**src/rtl/tx_fs4_upconverter_if.sv**
```systemverilog
// Sample and control bundle between the transmit baseband chain and the fs/4 upconverter.
// The master side drives baseband samples and control; the slave side returns the mixed stream.
interface tx_fs4_upconverter_if #(
    parameter int WIDTH = 18
);
    logic                    sam_clk_ena;
    logic signed [WIDTH-1:0] i_in;
    logic signed [WIDTH-1:0] q_in;
    logic        [1:0]       mode;
    logic        [1:0]       phase_offset;
    logic                    phase_sync;
    logic                    sat_clear;

    logic signed [WIDTH-1:0] tx_out;
    logic                    tx_valid;
    logic        [1:0]       nco_phase;
    logic        [1:0]       mode_active;
    logic        [15:0]      sat_count;

    modport master (
        output sam_clk_ena, i_in, q_in, mode, phase_offset, phase_sync, sat_clear,
        input  tx_out, tx_valid, nco_phase, mode_active, sat_count
    );

    modport slave (
        input  sam_clk_ena, i_in, q_in, mode, phase_offset, phase_sync, sat_clear,
        output tx_out, tx_valid, nco_phase, mode_active, sat_count
    );
endinterface

```
**src/rtl/tx_fs4_upconverter.sv**
```systemverilog
// Quarter-rate I/Q mixer producing the real transmit stream: two-stage pipeline,
// mode changes only at carrier phase 0, saturating negation with an event counter.
module tx_fs4_upconverter #(
    parameter int WIDTH        = 18,
    parameter bit PHASE_ON_ENA = 1'b0
) (
    input  logic                clk,
    input  logic                reset,
    tx_fs4_upconverter_if.slave bus
);

    localparam logic signed [WIDTH-1:0] MIN_VAL = {1'b1, {(WIDTH-1){1'b0}}};
    localparam logic signed [WIDTH-1:0] MAX_VAL = {1'b0, {(WIDTH-1){1'b1}}};
    localparam logic        [15:0]      SAT_MAX = 16'hFFFF;

    typedef enum logic [1:0] {
        MODE_UP   = 2'd0,
        MODE_DOWN = 2'd1,
        MODE_PASS = 2'd2,
        MODE_MUTE = 2'd3
    } mode_e;

    if (WIDTH < 4 || WIDTH > 32) begin : g_bad_width
        $error("tx_fs4_upconverter: WIDTH must be within 4..32");
    end

    // The only out-of-range negation is the most negative code; clamp it to full scale.
    function automatic logic signed [WIDTH-1:0] sat_negate(input logic signed [WIDTH-1:0] x);
        logic signed [WIDTH-1:0] r;
        if (x == MIN_VAL) begin
            r = MAX_VAL;
        end else begin
            r = -x;
        end
        return r;
    endfunction

    function automatic logic negate_overflows(input logic signed [WIDTH-1:0] x);
        return (x == MIN_VAL);
    endfunction

    logic                    adv_s;
    logic        [1:0]       cur_s;
    logic                    mode_load_s;
    mode_e                   cap_mode_s;
    logic        [1:0]       eff_s;

    logic        [1:0]       phase_cnt_r;
    mode_e                   mode_active_r;

    logic                    s1_adv_r;
    logic signed [WIDTH-1:0] s1_i_r;
    logic signed [WIDTH-1:0] s1_q_r;
    logic        [1:0]       s1_eff_r;
    mode_e                   s1_mode_r;

    logic signed [WIDTH-1:0] neg_i_s;
    logic signed [WIDTH-1:0] neg_q_s;
    logic signed [WIDTH-1:0] sel_s;
    logic                    sat_s;
    logic                    sat_pulse_s;

    logic signed [WIDTH-1:0] tx_out_r;
    logic                    tx_valid_r;
    logic        [1:0]       nco_phase_r;
    logic        [15:0]      sat_count_r;

    // Decode of advance, selected phase, mode load and effective phase for this cycle
    always_comb begin
        adv_s = PHASE_ON_ENA ? bus.sam_clk_ena : 1'b1;
        if (bus.phase_sync) begin
            cur_s = 2'd0;
        end else begin
            cur_s = phase_cnt_r;
        end
        mode_load_s = adv_s & (cur_s == 2'd0);
        if (mode_load_s) begin
            cap_mode_s = mode_e'(bus.mode);
        end else begin
            cap_mode_s = mode_active_r;
        end
        eff_s = cur_s + bus.phase_offset;
    end

    // Carrier phase counter: advances on adv, resyncs to zero on phase_sync
    always_ff @(posedge clk or posedge reset) begin
        if (reset) begin
            phase_cnt_r <= 2'd0;
        end else if (adv_s) begin
            phase_cnt_r <= cur_s + 2'd1;
        end else if (bus.phase_sync) begin
            phase_cnt_r <= 2'd0;
        end else begin
            phase_cnt_r <= phase_cnt_r;
        end
    end

    // Active mode only switches at carrier phase 0 so a cycle is never split across modes
    always_ff @(posedge clk or posedge reset) begin
        if (reset) begin
            mode_active_r <= MODE_MUTE;
        end else if (mode_load_s) begin
            mode_active_r <= mode_e'(bus.mode);
        end else begin
            mode_active_r <= mode_active_r;
        end
    end

    // Stage 1: capture baseband pair with its phase and the mode it must be mixed with
    always_ff @(posedge clk or posedge reset) begin
        if (reset) begin
            s1_adv_r  <= 1'b0;
            s1_i_r    <= {WIDTH{1'b0}};
            s1_q_r    <= {WIDTH{1'b0}};
            s1_eff_r  <= 2'd0;
            s1_mode_r <= MODE_MUTE;
        end else begin
            s1_adv_r <= adv_s;
            if (adv_s) begin
                s1_i_r    <= bus.i_in;
                s1_q_r    <= bus.q_in;
                s1_eff_r  <= eff_s;
                s1_mode_r <= cap_mode_s;
            end else begin
                s1_i_r    <= s1_i_r;
                s1_q_r    <= s1_q_r;
                s1_eff_r  <= s1_eff_r;
                s1_mode_r <= s1_mode_r;
            end
        end
    end

    // Output selection: a quarter-rate carrier is just a rotation through Q, I, -Q, -I
    always_comb begin
        neg_i_s = sat_negate(s1_i_r);
        neg_q_s = sat_negate(s1_q_r);
        sel_s   = {WIDTH{1'b0}};
        sat_s   = 1'b0;
        case (s1_mode_r)
            MODE_UP: begin
                case (s1_eff_r)
                    2'd0:    sel_s = s1_q_r;
                    2'd1:    sel_s = s1_i_r;
                    2'd2:    begin sel_s = neg_q_s; sat_s = negate_overflows(s1_q_r); end
                    2'd3:    begin sel_s = neg_i_s; sat_s = negate_overflows(s1_i_r); end
                    default: sel_s = {WIDTH{1'b0}};
                endcase
            end
            MODE_DOWN: begin
                case (s1_eff_r)
                    2'd0:    sel_s = s1_q_r;
                    2'd1:    begin sel_s = neg_i_s; sat_s = negate_overflows(s1_i_r); end
                    2'd2:    begin sel_s = neg_q_s; sat_s = negate_overflows(s1_q_r); end
                    2'd3:    sel_s = s1_i_r;
                    default: sel_s = {WIDTH{1'b0}};
                endcase
            end
            MODE_PASS: sel_s = s1_i_r;
            MODE_MUTE: sel_s = {WIDTH{1'b0}};
            default:   sel_s = {WIDTH{1'b0}};
        endcase
    end

    assign sat_pulse_s = s1_adv_r & sat_s;

    // Stage 2: registered transmit sample, its phase and the one-cycle valid strobe
    always_ff @(posedge clk or posedge reset) begin
        if (reset) begin
            tx_out_r    <= {WIDTH{1'b0}};
            tx_valid_r  <= 1'b0;
            nco_phase_r <= 2'd0;
        end else begin
            tx_valid_r <= s1_adv_r;
            if (s1_adv_r) begin
                tx_out_r    <= sel_s;
                nco_phase_r <= s1_eff_r;
            end else begin
                tx_out_r    <= tx_out_r;
                nco_phase_r <= nco_phase_r;
            end
        end
    end

    // Saturation event counter; clear has priority over a coincident event
    always_ff @(posedge clk or posedge reset) begin
        if (reset) begin
            sat_count_r <= 16'd0;
        end else if (bus.sat_clear) begin
            sat_count_r <= 16'd0;
        end else if (sat_pulse_s && (sat_count_r != SAT_MAX)) begin
            sat_count_r <= sat_count_r + 16'd1;
        end else begin
            sat_count_r <= sat_count_r;
        end
    end

    assign bus.tx_out      = tx_out_r;
    assign bus.tx_valid    = tx_valid_r;
    assign bus.nco_phase   = nco_phase_r;
    assign bus.mode_active = mode_active_r;
    assign bus.sat_count   = sat_count_r;

endmodule

```
**src/flat_wrapper.sv**
```systemverilog
// flat-port wrapper written by rule: the top's interface ports become plain ports
module tx_fs4_upconverter_flat 
#(
    parameter int WIDTH        = 18,
    parameter bit PHASE_ON_ENA = 1'b0
)
  (clk, reset, bus_sam_clk_ena, bus_i_in, bus_q_in, bus_mode, bus_phase_offset, bus_phase_sync, bus_sat_clear, bus_tx_out, bus_tx_valid, bus_nco_phase, bus_mode_active, bus_sat_count);
  tx_fs4_upconverter_if #(.WIDTH(WIDTH)) bus_i ();
  input  logic clk;
  input  logic reset;
  input wire logic [$bits(bus_i.sam_clk_ena)-1:0] bus_sam_clk_ena;
  input wire logic [$bits(bus_i.i_in)-1:0] bus_i_in;
  input wire logic [$bits(bus_i.q_in)-1:0] bus_q_in;
  input wire logic [$bits(bus_i.mode)-1:0] bus_mode;
  input wire logic [$bits(bus_i.phase_offset)-1:0] bus_phase_offset;
  input wire logic [$bits(bus_i.phase_sync)-1:0] bus_phase_sync;
  input wire logic [$bits(bus_i.sat_clear)-1:0] bus_sat_clear;
  output wire logic [$bits(bus_i.tx_out)-1:0] bus_tx_out;
  output wire logic [$bits(bus_i.tx_valid)-1:0] bus_tx_valid;
  output wire logic [$bits(bus_i.nco_phase)-1:0] bus_nco_phase;
  output wire logic [$bits(bus_i.mode_active)-1:0] bus_mode_active;
  output wire logic [$bits(bus_i.sat_count)-1:0] bus_sat_count;
  assign bus_i.sam_clk_ena = bus_sam_clk_ena;
  assign bus_i.i_in = bus_i_in;
  assign bus_i.q_in = bus_q_in;
  assign bus_i.mode = bus_mode;
  assign bus_i.phase_offset = bus_phase_offset;
  assign bus_i.phase_sync = bus_phase_sync;
  assign bus_i.sat_clear = bus_sat_clear;
  assign bus_tx_out = bus_i.tx_out;
  assign bus_tx_valid = bus_i.tx_valid;
  assign bus_nco_phase = bus_i.nco_phase;
  assign bus_mode_active = bus_i.mode_active;
  assign bus_sat_count = bus_i.sat_count;
  tx_fs4_upconverter #(.WIDTH(WIDTH), .PHASE_ON_ENA(PHASE_ON_ENA)) u_core (.clk(clk), .reset(reset), .bus(bus_i));
endmodule
```
**config.mk**
```make
export PLATFORM = sky130hd
export DESIGN_NAME = tx_fs4_upconverter_flat
export DESIGN_NICKNAME = d
export VERILOG_FILES = /design/src/rtl/tx_fs4_upconverter_if.sv /design/src/rtl/tx_fs4_upconverter.sv /design/src/flat_wrapper.sv
export SDC_FILE = /design/constraint.sdc
export NUM_CORES = 1
export LEC_CHECK = 0
export CORE_MARGIN = 2
export CORE_UTILIZATION = 45
export DETAILED_ROUTE_END_ITERATION = 6
export PLACE_DENSITY = 0.74
export SYNTH_ARGS = -nofsm -noshare
export SYNTH_HDL_FRONTEND = slang
export SYNTH_SLANG_ARGS = --single-unit
export TNS_END_PERCENT = 50
```
**constraint.sdc**
```tcl
create_clock -name clk -period 2.62 [get_ports clk]
set_input_delay 0.524 -clock clk [delete_from_list [all_inputs] [get_ports clk]]
set_output_delay 0.524 -clock clk [all_outputs]
set_load 0.005 [all_outputs]
```
==> results of run 1 <==
[through the flow]
stage                       util  setup slack [ns]  instance area, um2  cells  TNS (ns)
after CTS                 0.6137           0.03051                5670    699         0
final                     0.6158            0.1390                5690    701         0
after detailed placement  0.5930          -0.05627                5479    683   -0.1794
after global routing      0.6158          0.007011                5690    701         0
after floorplan                -           0.03145                4282    453         0
after global placement    0.5930           0.05903                5479    683         0
[registers in the layout, indices dropped and copies added (netlist names)]
name,cells
u_core.bus.mode_active,2
u_core.bus.nco_phase,2
u_core.bus.sat_count,16
u_core.bus.tx_out,18
u_core.bus.tx_valid,1
u_core.phase_cnt_r,2
u_core.s1_adv_r,1
u_core.s1_eff_r,2
u_core.s1_i_r,18
u_core.s1_q_r,18
[Yosys cell counts (5+ instances only)]
| cell | n | area [um2] |
|---|---|---|
| or3_1 | 13 | 81.33 |
| ha_1 | 9 | 112.6 |
| o31ai_1 | 9 | 67.56 |
| dfrtp_1 | 78 | 1952 |
| nor2_1 | 42 | 157.7 |
| nor4_1 | 6 | 37.54 |
| a21oi_1 | 37 | 185.2 |
| o21ai_0 | 29 | 145.1 |
| a41oi_1 | 5 | 43.79 |
| or4_1 | 8 | 60.06 |
| inv_1 | 17 | 63.81 |
| o211ai_1 | 7 | 52.55 |
| nand2_1 | 31 | 116.4 |
| clkbuf_1 | 18 | 67.56 |
| nand4_1 | 5 | 31.28 |
| a31oi_1 | 10 | 62.56 |
| nand3_1 | 10 | 50.05 |
| nand2b_1 | 6 | 37.54 |
| nor3_1 | 19 | 95.09 |
[routing by layer]
| metal | vias up | GRT usage |
|---|---|---|
| li1 | 1915 | - |
| met1 | 1905 | 0.3242 |
| met2 | 145 | 0.3674 |
| met3 | 19 | 0.06418 |
| met4 | 0 | 0.07588 |
| met5 | - | 0 |
[worst register-to-register path: cells and delay by family (launching register included)]
kind,cells,cell delay [ns]
fa+ha+maj,1,0.17
flops,1,0.39
compound gates,2,0.41
simple gates,4,1.37
buf+inv,1,0.08
[power breakdown]
part / switching, mW / internal [mW] / total, mW
registers: 0.0993 / 1.35 / 1.45
logic: 0.399 / 0.413 / 0.812
clock network: 0.455 / 0.396 / 0.852
total: 0.954 / 2.16 / 3.11
[cell type report]
cell class | instances | area [um2]
timing repair buffer | 126 | 1164
clock inverter | 4 | 28.78
fill | 778 | 3550
sequential | 80 | 2004
inverter | 17 | 65.06
clock buffer | 12 | 155.1
multi-input combinational | 333 | 2112
tap | 129 | 161.4
[worst paths after layout]
check / from / end / slack (ns) / cells after the start
max in group asynchronous: reset / u_core.bus.mode_active[1]$_DFFE_PP1N_ / 1.47 / 3
hold / removal: u_core.phase_cnt_r[0]$_DFF_PP0_ / u_core.phase_cnt_r[0]$_DFF_PP0_ / 0.48 / 1
setup / recovery: u_core.s1_i_r[1]$_DFF_PP0_ / u_core.bus.sat_count[13]$_DFFE_PP0P_ / 0.14 / 8
hold reg to reg: u_core.phase_cnt_r[0]$_DFF_PP0_ / u_core.phase_cnt_r[0]$_DFF_PP0_ / 0.48 / 1
setup reg to reg: u_core.s1_i_r[1]$_DFF_PP0_ / u_core.bus.sat_count[13]$_DFFE_PP0P_ / 0.14 / 8
min in group asynchronous: reset / u_core.phase_cnt_r[0]$_DFF_PP0_ / 0.49 / 2
[cells by family after synthesis]
logic type                 count (synthesis)
AOI/OAI and AO/OA                        133
xor gates and xnor gates                   8
adders and majority gates                  9
buffers and inverters                     41
DFF                                       80
muxes                                      7
other                                      1
and+or+nand+nor                          174
[timing repair]
| action | 4_1_cts | 5_1_grt |
|---|---|---|
| buffers inserted | 0 | 1 |
| hold buffers | 0 | 0 |
| gates resized for setup | 2 | 1 |
| cloned | 0 | 1 |
| pin swaps | 0 | 2 |
| setup endpoints to repair | 10 | 10 |
==> results by group, run 1 <==
Status
  – Status: finished clean

Global routing
  – Total global routing overflow: 0
  – First-pass GRT wire length: 19040 um
  – Vias in the first global route: 3831
  – Total GRT Usage: 0.2369
  – Pin count of the biggest net entering global routing: 54
  – Initial antenna violation count: 0

Critical path
  – CP max FO: 9
  – CP delay by family, top: simple AND/OR/NAND/NOR gates
  – Setup crit start kind: flop
  – Worst-path cell chain: inv_1 -> ha_1 -> nor4b_4 -> nand2_1 -> or4_4 -> a21o_4 -> or4_1 -> a21oi_1
  – Crit path DAT: 2.76 ns
  – Worst endpoint required time: 2.90 ns
  – CP peak stage delay: 0.53 ns
  – Setup crit end kind: flop
  – Slowest cell on crit path: or4_4
  – Critical path buffers and inverters: 1
  – WS Path Type: flop to flop

Placement
  – Hpwl dp: 8540 um
  – Gpl congestion: 0.8871
  – Port Buffers: 82

Logic synthesis
  – Fraction of registers with async set/reset: 1.000
  – Simple-gate portion of the synthesized area: 0.2253
  – Area of the mapped netlist: 4282 um2
  – Number of synthesized flops with an enable pin: 0
  – Synth Area in Adders: 0.02630
  – Ys flop type: dfrtp_1
  – Syn Nets: 507
  – Synthesized-area fraction occupied by xor and xnor cells: 0.01636
  – Synthesized flop and latch total: 80
  – Post-synth cell types: 66
  – Synth warnings: 0
  – Mapped Avg Cell Area: 9.452 um2
  – Compound-Gate Fraction of Synth Area: 0.2019
  – Mapped Cells: 453
  – Largest family of logic cells by synthesized area: simple AND/OR/NAND/NOR gates
  – Post-synthesis mux area share: 0.01783
  – Sequential area share after synthesis: 0.4681

Min path
  – Hold Crit Class: flop to flop

Clock network
  – Clock latency on the worst-skew pair: 0.35 ns
  – CTS clock-pin slew for the worst setup and hold paths: 0.08 ns
  – Num CTS Buffers: 9
  – TritonCTS clock tree: built
  – Htree depth: 3
  – CTS root buf: clkbuf_8
  – # clock sinks: 80
  – Clock buffer depth: 2

Route
  – Routed Antenna Nets: 0
  – Final wirelength: 11720 um
  – Drt drc: 0
  – Top Layer Used: met4
  – Met2 wire len: 5399 um
  – WL met1: 5103 um
  – Via density: 5.683
  – 1st-iter DRT viols: 215
  – DR pass1 iterations: 5
  – Via count: 3984
  – DR WL/cell: 16.72 um
  – Met3 wire len: 977 um

Power
  – Pleak: 2.244 nW
  – Peak supply drop: 0.3043 mV
  – Final Power: 3.114 mW
  – Pwr/cell area: 547.3 nW/um2

STA
  – # setup viols final: 0
  – Fmax: 403.1 MHz
  – Least-Margin Pin Slew: 0.6764 ns
  – Fin Hold WS: 0.4794 ns
  – Layout Skew: 0.007465 ns
  – RSZ-0062 raised after global routing: false
  – Final Hold Viols: 0
  – Slew HR: 0.5432
  – Max-slew violations: 0
  – Tcrit/Tclk final: 0.9469
  – Min Tclk post-route: 2.481 ns

Floorplanning
  – Initial Util: 0.4634
  – Num ports: 84
  – Die Width: 101.5 um
  – Row Count: 35
  – Die height: 101.5 um
  – Core area: 9240 um2
  – Die Area: 10310 um2

Final layout
  – Final nets: 621
  – Layout cells sized above 1: 0.1434
  – Most common cell after layout, fill and taps aside: clkdlybuf4s50_1
  – Commonest cells after routing, fill and taps aside: clkdlybuf4s50_1, dfrtp_1, buf_4
  – Layout area overhead: 32.90%
  – N_diodes: 0

Run
  – Max-cap violations: 0
No activity file was read; power rests on OpenSTA's default activity.
==> run 2, diff against run 1 <==
CORE_MARGIN = not set   (was 2)
==> results by group, run 2 (synthesis results as in run 1) <==
STA
  – RSZ-0062 raised after global routing: false
  – Tcrit/Tclk final: 0.9723
  – Fin Hold WS: 0.3393 ns
  – Fmax: 392.5 MHz
  – Final WS setup: 0.07248 ns
  – Min Tclk post-route: 2.548 ns
  – Setup TNS: 0 ns
  – Layout Skew: 0.004065 ns
  – # setup viols final: 0
  – Slew HR: 0.6264
  – Max-slew violations: 0
  – Least-Margin Pin Slew: 0.5543 ns
  – Final Hold Viols: 0

Floorplanning
  – Num ports: 84
  – Die Width: 99.55 um
  – Die Area: 9909 um2
  – Row Count: 35
  – Initial Util: 0.4634
  – Die height: 99.55 um
  – Core area: 9240 um2

Critical path
  – Setup crit start kind: flop
  – Setup crit end kind: flop
  – Crit path DAT: 2.83 ns
  – Worst endpoint required time: 2.90 ns
  – CP max FO: 6
  – WS Path Type: flop to flop

Clock network
  – CTS clock-pin slew for the worst setup and hold paths: 0.08 ns
  – Clock buffer depth: 2
  – # clock sinks: 80
  – Htree depth: 3
  – TritonCTS clock tree: built
  – Cts hold-fix bufs: 0
  – CTS root buf: clkbuf_8
  – Clock latency on the worst-skew pair: 0.35 ns
  – Num CTS Buffers: 9

Power
  – Final Power: 3.262 mW
  – Pleak: 2.232 nW
  – Peak supply drop: 0.3878 mV
  – Pwr/cell area: 572.4 nW/um2

Run
  – Max-cap violations: 0

Route
  – Met2 wire len: 5502 um
  – Final wirelength: 11750 um
  – DR pass1 iterations: 5
  – Routed Antenna Nets: 0
  – Drt drc: 0
  – Top Layer Used: met4
  – DR WL/cell: 16.91 um
  – WL met1: 5362 um
  – Via density: 5.816
  – Via count: 4042
  – Met3 wire len: 756 um
  – 1st-iter DRT viols: 245

Final layout
  – Register Area: 2004 um2
  – N_diodes: 0
  – Layout area overhead: 33.11%
  – Most common cell after layout, fill and taps aside: clkdlybuf4s50_1
  – Final nets: 615
  – Core Util, Final: 0.6168
  – Layout cells sized above 1: 0.1396
  – Commonest cells after routing, fill and taps aside: clkdlybuf4s50_1, dfrtp_1, nor2_1
  – Multi-input logic area: 2137 um2
  – Fill cells: 771

Placement
  – Port Buffers: 82
  – Hpwl dp: 8506 um
  – Place WS: -0.1338 ns
  – Gpl congestion: 0.8823

Global routing
  – First-pass GRT wire length: 18560 um
  – Vias in the first global route: 3665
  – Pin count of the biggest net entering global routing: 55
  – Total global routing overflow: 0
  – Initial antenna violation count: 0
  – Total GRT Usage: 0.2418

Min path
  – Hold Crit Class: input port to async pin

Status
  – Status: finished clean
[run 2: where the power goes]
group	total (mW)	switching, mW	internal [mW]
combinational	0.800	0.392	0.408
clock	1.01	0.465	0.542
sequential	1.46	0.104	1.35
total	3.26	0.961	2.30
[run 2: final timing paths]
path                                            startpoint                                     to  slack [ns]  depth (start not counted)
max in group asynchronous                            reset  u_core.bus.mode_active[0]$_DFFE_PP1N_        1.79                          3
min in group clk           u_core.phase_cnt_r[0]$_DFF_PP0_        u_core.phase_cnt_r[0]$_DFF_PP0_        0.48                          1
hold / removal                                       reset        u_core.phase_cnt_r[1]$_DFF_PP0_        0.34                          2
setup reg to reg                u_core.s1_q_r[7]$_DFF_PP0_   u_core.bus.sat_count[13]$_DFFE_PP0P_        0.07                          6
setup / recovery                u_core.s1_q_r[7]$_DFF_PP0_   u_core.bus.sat_count[13]$_DFFE_PP0P_        0.07                          6
hold reg to reg            u_core.phase_cnt_r[0]$_DFF_PP0_        u_core.phase_cnt_r[0]$_DFF_PP0_        0.48                          1
[run 2: per-layer routing]
layer / vias up / global-route usage
met1: 1961 / 0.3373
met5: - / 0
met3: 9 / 0.05271
li1: 1910 / -
met4: 0 / 0.06787
met2: 162 / 0.3803
[run 2: area by class of cell]
class | count | area share
timing repair buffer | 119 | 0.1950
sequential | 80 | 0.3517
tap | 129 | 0.02832
inverter | 17 | 0.01142
clock buffer | 10 | 0.02239
clock inverter | 6 | 0.01625
multi-input combinational | 334 | 0.3750
[run 2: critical path: stages, from the launching register on]
cell	delay, ns
dfrtp_1	0.43
or4_4	0.59
nor4_4	0.30
nand3_2	0.20
a21o_4	0.28
or4_1	0.51
a21oi_1	0.16
[run 2: timing repair]
action,CTS,global route
gates cloned,0,2
pin swaps,0,5
buffers inserted,0,0
endpoints found under the setup margin,7,4
endpoints found under the hold margin,0,0
resized for setup,3,3
[run 2: through the flow]
stage	area, um2	std cells
after global routing	5699	695
after global placement	5434	677
after floorplan	4282	453
final	5699	695
after CTS	5668	693
after detailed placement	5434	677
==> run 3, diff against run 2 <==
SKIP_LAST_GASP = 1   (was not set)
==> results by group, run 3 (synthesis results as in run 1) <==
Status
  – Status: finished clean

Min path
  – Hold Crit Class: input port to async pin

Placement
  – Port Buffers: 82
  – Gpl congestion: 0.8823
  – Hpwl dp: 8506 um

Final layout
  – Commonest cells after routing, fill and taps aside: clkdlybuf4s50_1, dfrtp_1, nor2_1
  – N_diodes: 0
  – Most common cell after layout, fill and taps aside: clkdlybuf4s50_1
  – Layout area overhead: 33.11%
  – Layout cells sized above 1: 0.1396
  – Final nets: 615

Critical path
  – Setup crit start kind: flop
  – Setup crit end kind: flop
  – CP max FO: 6
  – WS Path Type: flop to flop
  – Worst endpoint required time: 2.90 ns
  – Crit path DAT: 2.83 ns

Floorplanning
  – Row Count: 35
  – Num ports: 84
  – Die height: 99.55 um
  – Initial Util: 0.4634
  – Die Area: 9909 um2
  – Core area: 9240 um2
  – Die Width: 99.55 um

Global routing
  – Total global routing overflow: 0
  – Pin count of the biggest net entering global routing: 55
  – Initial antenna violation count: 0
  – Vias in the first global route: 3665
  – First-pass GRT wire length: 18560 um
  – Total GRT Usage: 0.2418

Power
  – Switching part of the total power: 0.2949
  – Pwr/cell area: 572.7 nW/um2
  – Peak supply drop: 0.3871 mV
  – Internal Power: 2.301 mW
  – Clock Power Share: 0.308
  – Reg power frac: 0.446
  – Combinational Power Share: 0.245
  – Pleak: 2.232 nW
  – Switching pwr: 962.6 uW

Clock network
  – Post CTS Setup Buffer Count: 0
  – Htree depth: 3
  – CTS clock-pin slew for the worst setup and hold paths: 0.08 ns
  – Cts hold-fix bufs: 0
  – Num CTS Buffers: 9
  – TritonCTS clock tree: built
  – CTS root buf: clkbuf_8
  – Clock buffer depth: 2
  – # clock sinks: 80
  – Clock latency on the worst-skew pair: 0.35 ns

Route
  – DR pass1 iterations: 5
  – Via count: 4028
  – 1st-iter DRT viols: 238
  – Drt drc: 0
  – Via density: 5.796
  – DR WL/cell: 16.98 um
  – Final wirelength: 11800 um
  – Routed Antenna Nets: 0

STA
  – Max-slew violations: 0
  – RSZ-0062 raised after global routing: true
  – # setup viols final: 0
  – Least-Margin Pin Slew: 0.5634 ns
  – Fmax: 392.0 MHz
  – Tcrit/Tclk final: 0.9737
  – Min Tclk post-route: 2.551 ns
  – Setup TNS: 0 ns
  – Fin Hold WS: 0.3390 ns
  – Slew HR: 0.6203
  – Final Hold Viols: 0
  – Layout Skew: 0.004951 ns

Run
  – Max-cap violations: 0
==> run 3: cell type report <==
| class | count | area, um2 |
|---|---|---|
| well taps | 129 | 161.4 |
| multi-input cells | 334 | 2137 |
| inverters | 17 | 65.06 |
| repair buffers | 119 | 1111 |
| clock buffers | 10 | 127.6 |
| clock inverters | 6 | 92.59 |
| fillers | 771 | 3541 |
| flip-flops and latches | 80 | 2004 |
==> run 3: metrics by stage <==
| step | util | std cells | cell area, um2 | setup WS (ns) | total power, mW |
|---|---|---|---|---|---|
| after floorplan | - | 453 | 4282 | 0.03145 | 1.860 |
| after global placement | 0.5881 | 677 | 5434 | -0.01175 | 2.255 |
| after detailed placement | 0.5881 | 677 | 5434 | -0.1338 | 2.267 |
| after CTS | 0.6134 | 693 | 5668 | 0.03075 | 3.276 |
| after global routing | 0.6168 | 695 | 5699 | -0.004558 | 3.433 |
| final | 0.6168 | 695 | 5699 | 0.06901 | 3.264 |
==> run 3: final timing paths <==
kind	end	start	depth (start not counted)	slack (ns)
max	u_core.bus.sat_count[13]$_DFFE_PP0P_	u_core.s1_q_r[0]$_DFF_PP0_	8	0.07
min	u_core.phase_cnt_r[1]$_DFF_PP0_	reset	2	0.34
max reg2reg	u_core.bus.sat_count[13]$_DFFE_PP0P_	u_core.s1_q_r[0]$_DFF_PP0_	8	0.07
min reg2reg	u_core.phase_cnt_r[0]$_DFF_PP0_	u_core.phase_cnt_r[0]$_DFF_PP0_	1	0.48
max in group asynchronous	u_core.bus.mode_active[0]$_DFFE_PP1N_	reset	3	1.79
min in group clk	u_core.phase_cnt_r[0]$_DFF_PP0_	u_core.phase_cnt_r[0]$_DFF_PP0_	1	0.48
==> run 3: timing repair <==
action                                  CTS  global route
gates resized for setup                   3             3
pin swaps                                 0             3
endpoints found under the setup margin    7             4
cloned                                    0             2
endpoints found under the hold margin     0             0
==> run 3: critical path, cell delays in order (launching register included) <==
cell     delay [ns]
dfrtp_1        0.39
inv_1          0.06
ha_1           0.19
or3b_4         0.41
nor4_4         0.28
nand3_2        0.20
a21o_4         0.28
or4_1          0.51
a21oi_1        0.16
==> run 3: routing by layer <==
metal	global-route usage	routed length [um]	vias to the layer above
met4	0.06787	128	0
met1	0.3373	5398	1958
met3	0.05271	716	10
li1	-	-	1911
met5	0	0	-
met2	0.3803	5561	149
==> run 3: power by group through the flow <==
stage | Combinational (mW) | Sequential [mW] | Clock [mW]
final | 0.801 | 1.46 | 1.01
after global routing | 0.870 | 1.47 | 1.09
after CTS | 0.794 | 1.45 | 1.03
after detailed placement | 0.790 | 1.48 | 0
after global placement | 0.779 | 1.48 | 0
after floorplan | 0.405 | 1.46 | 0
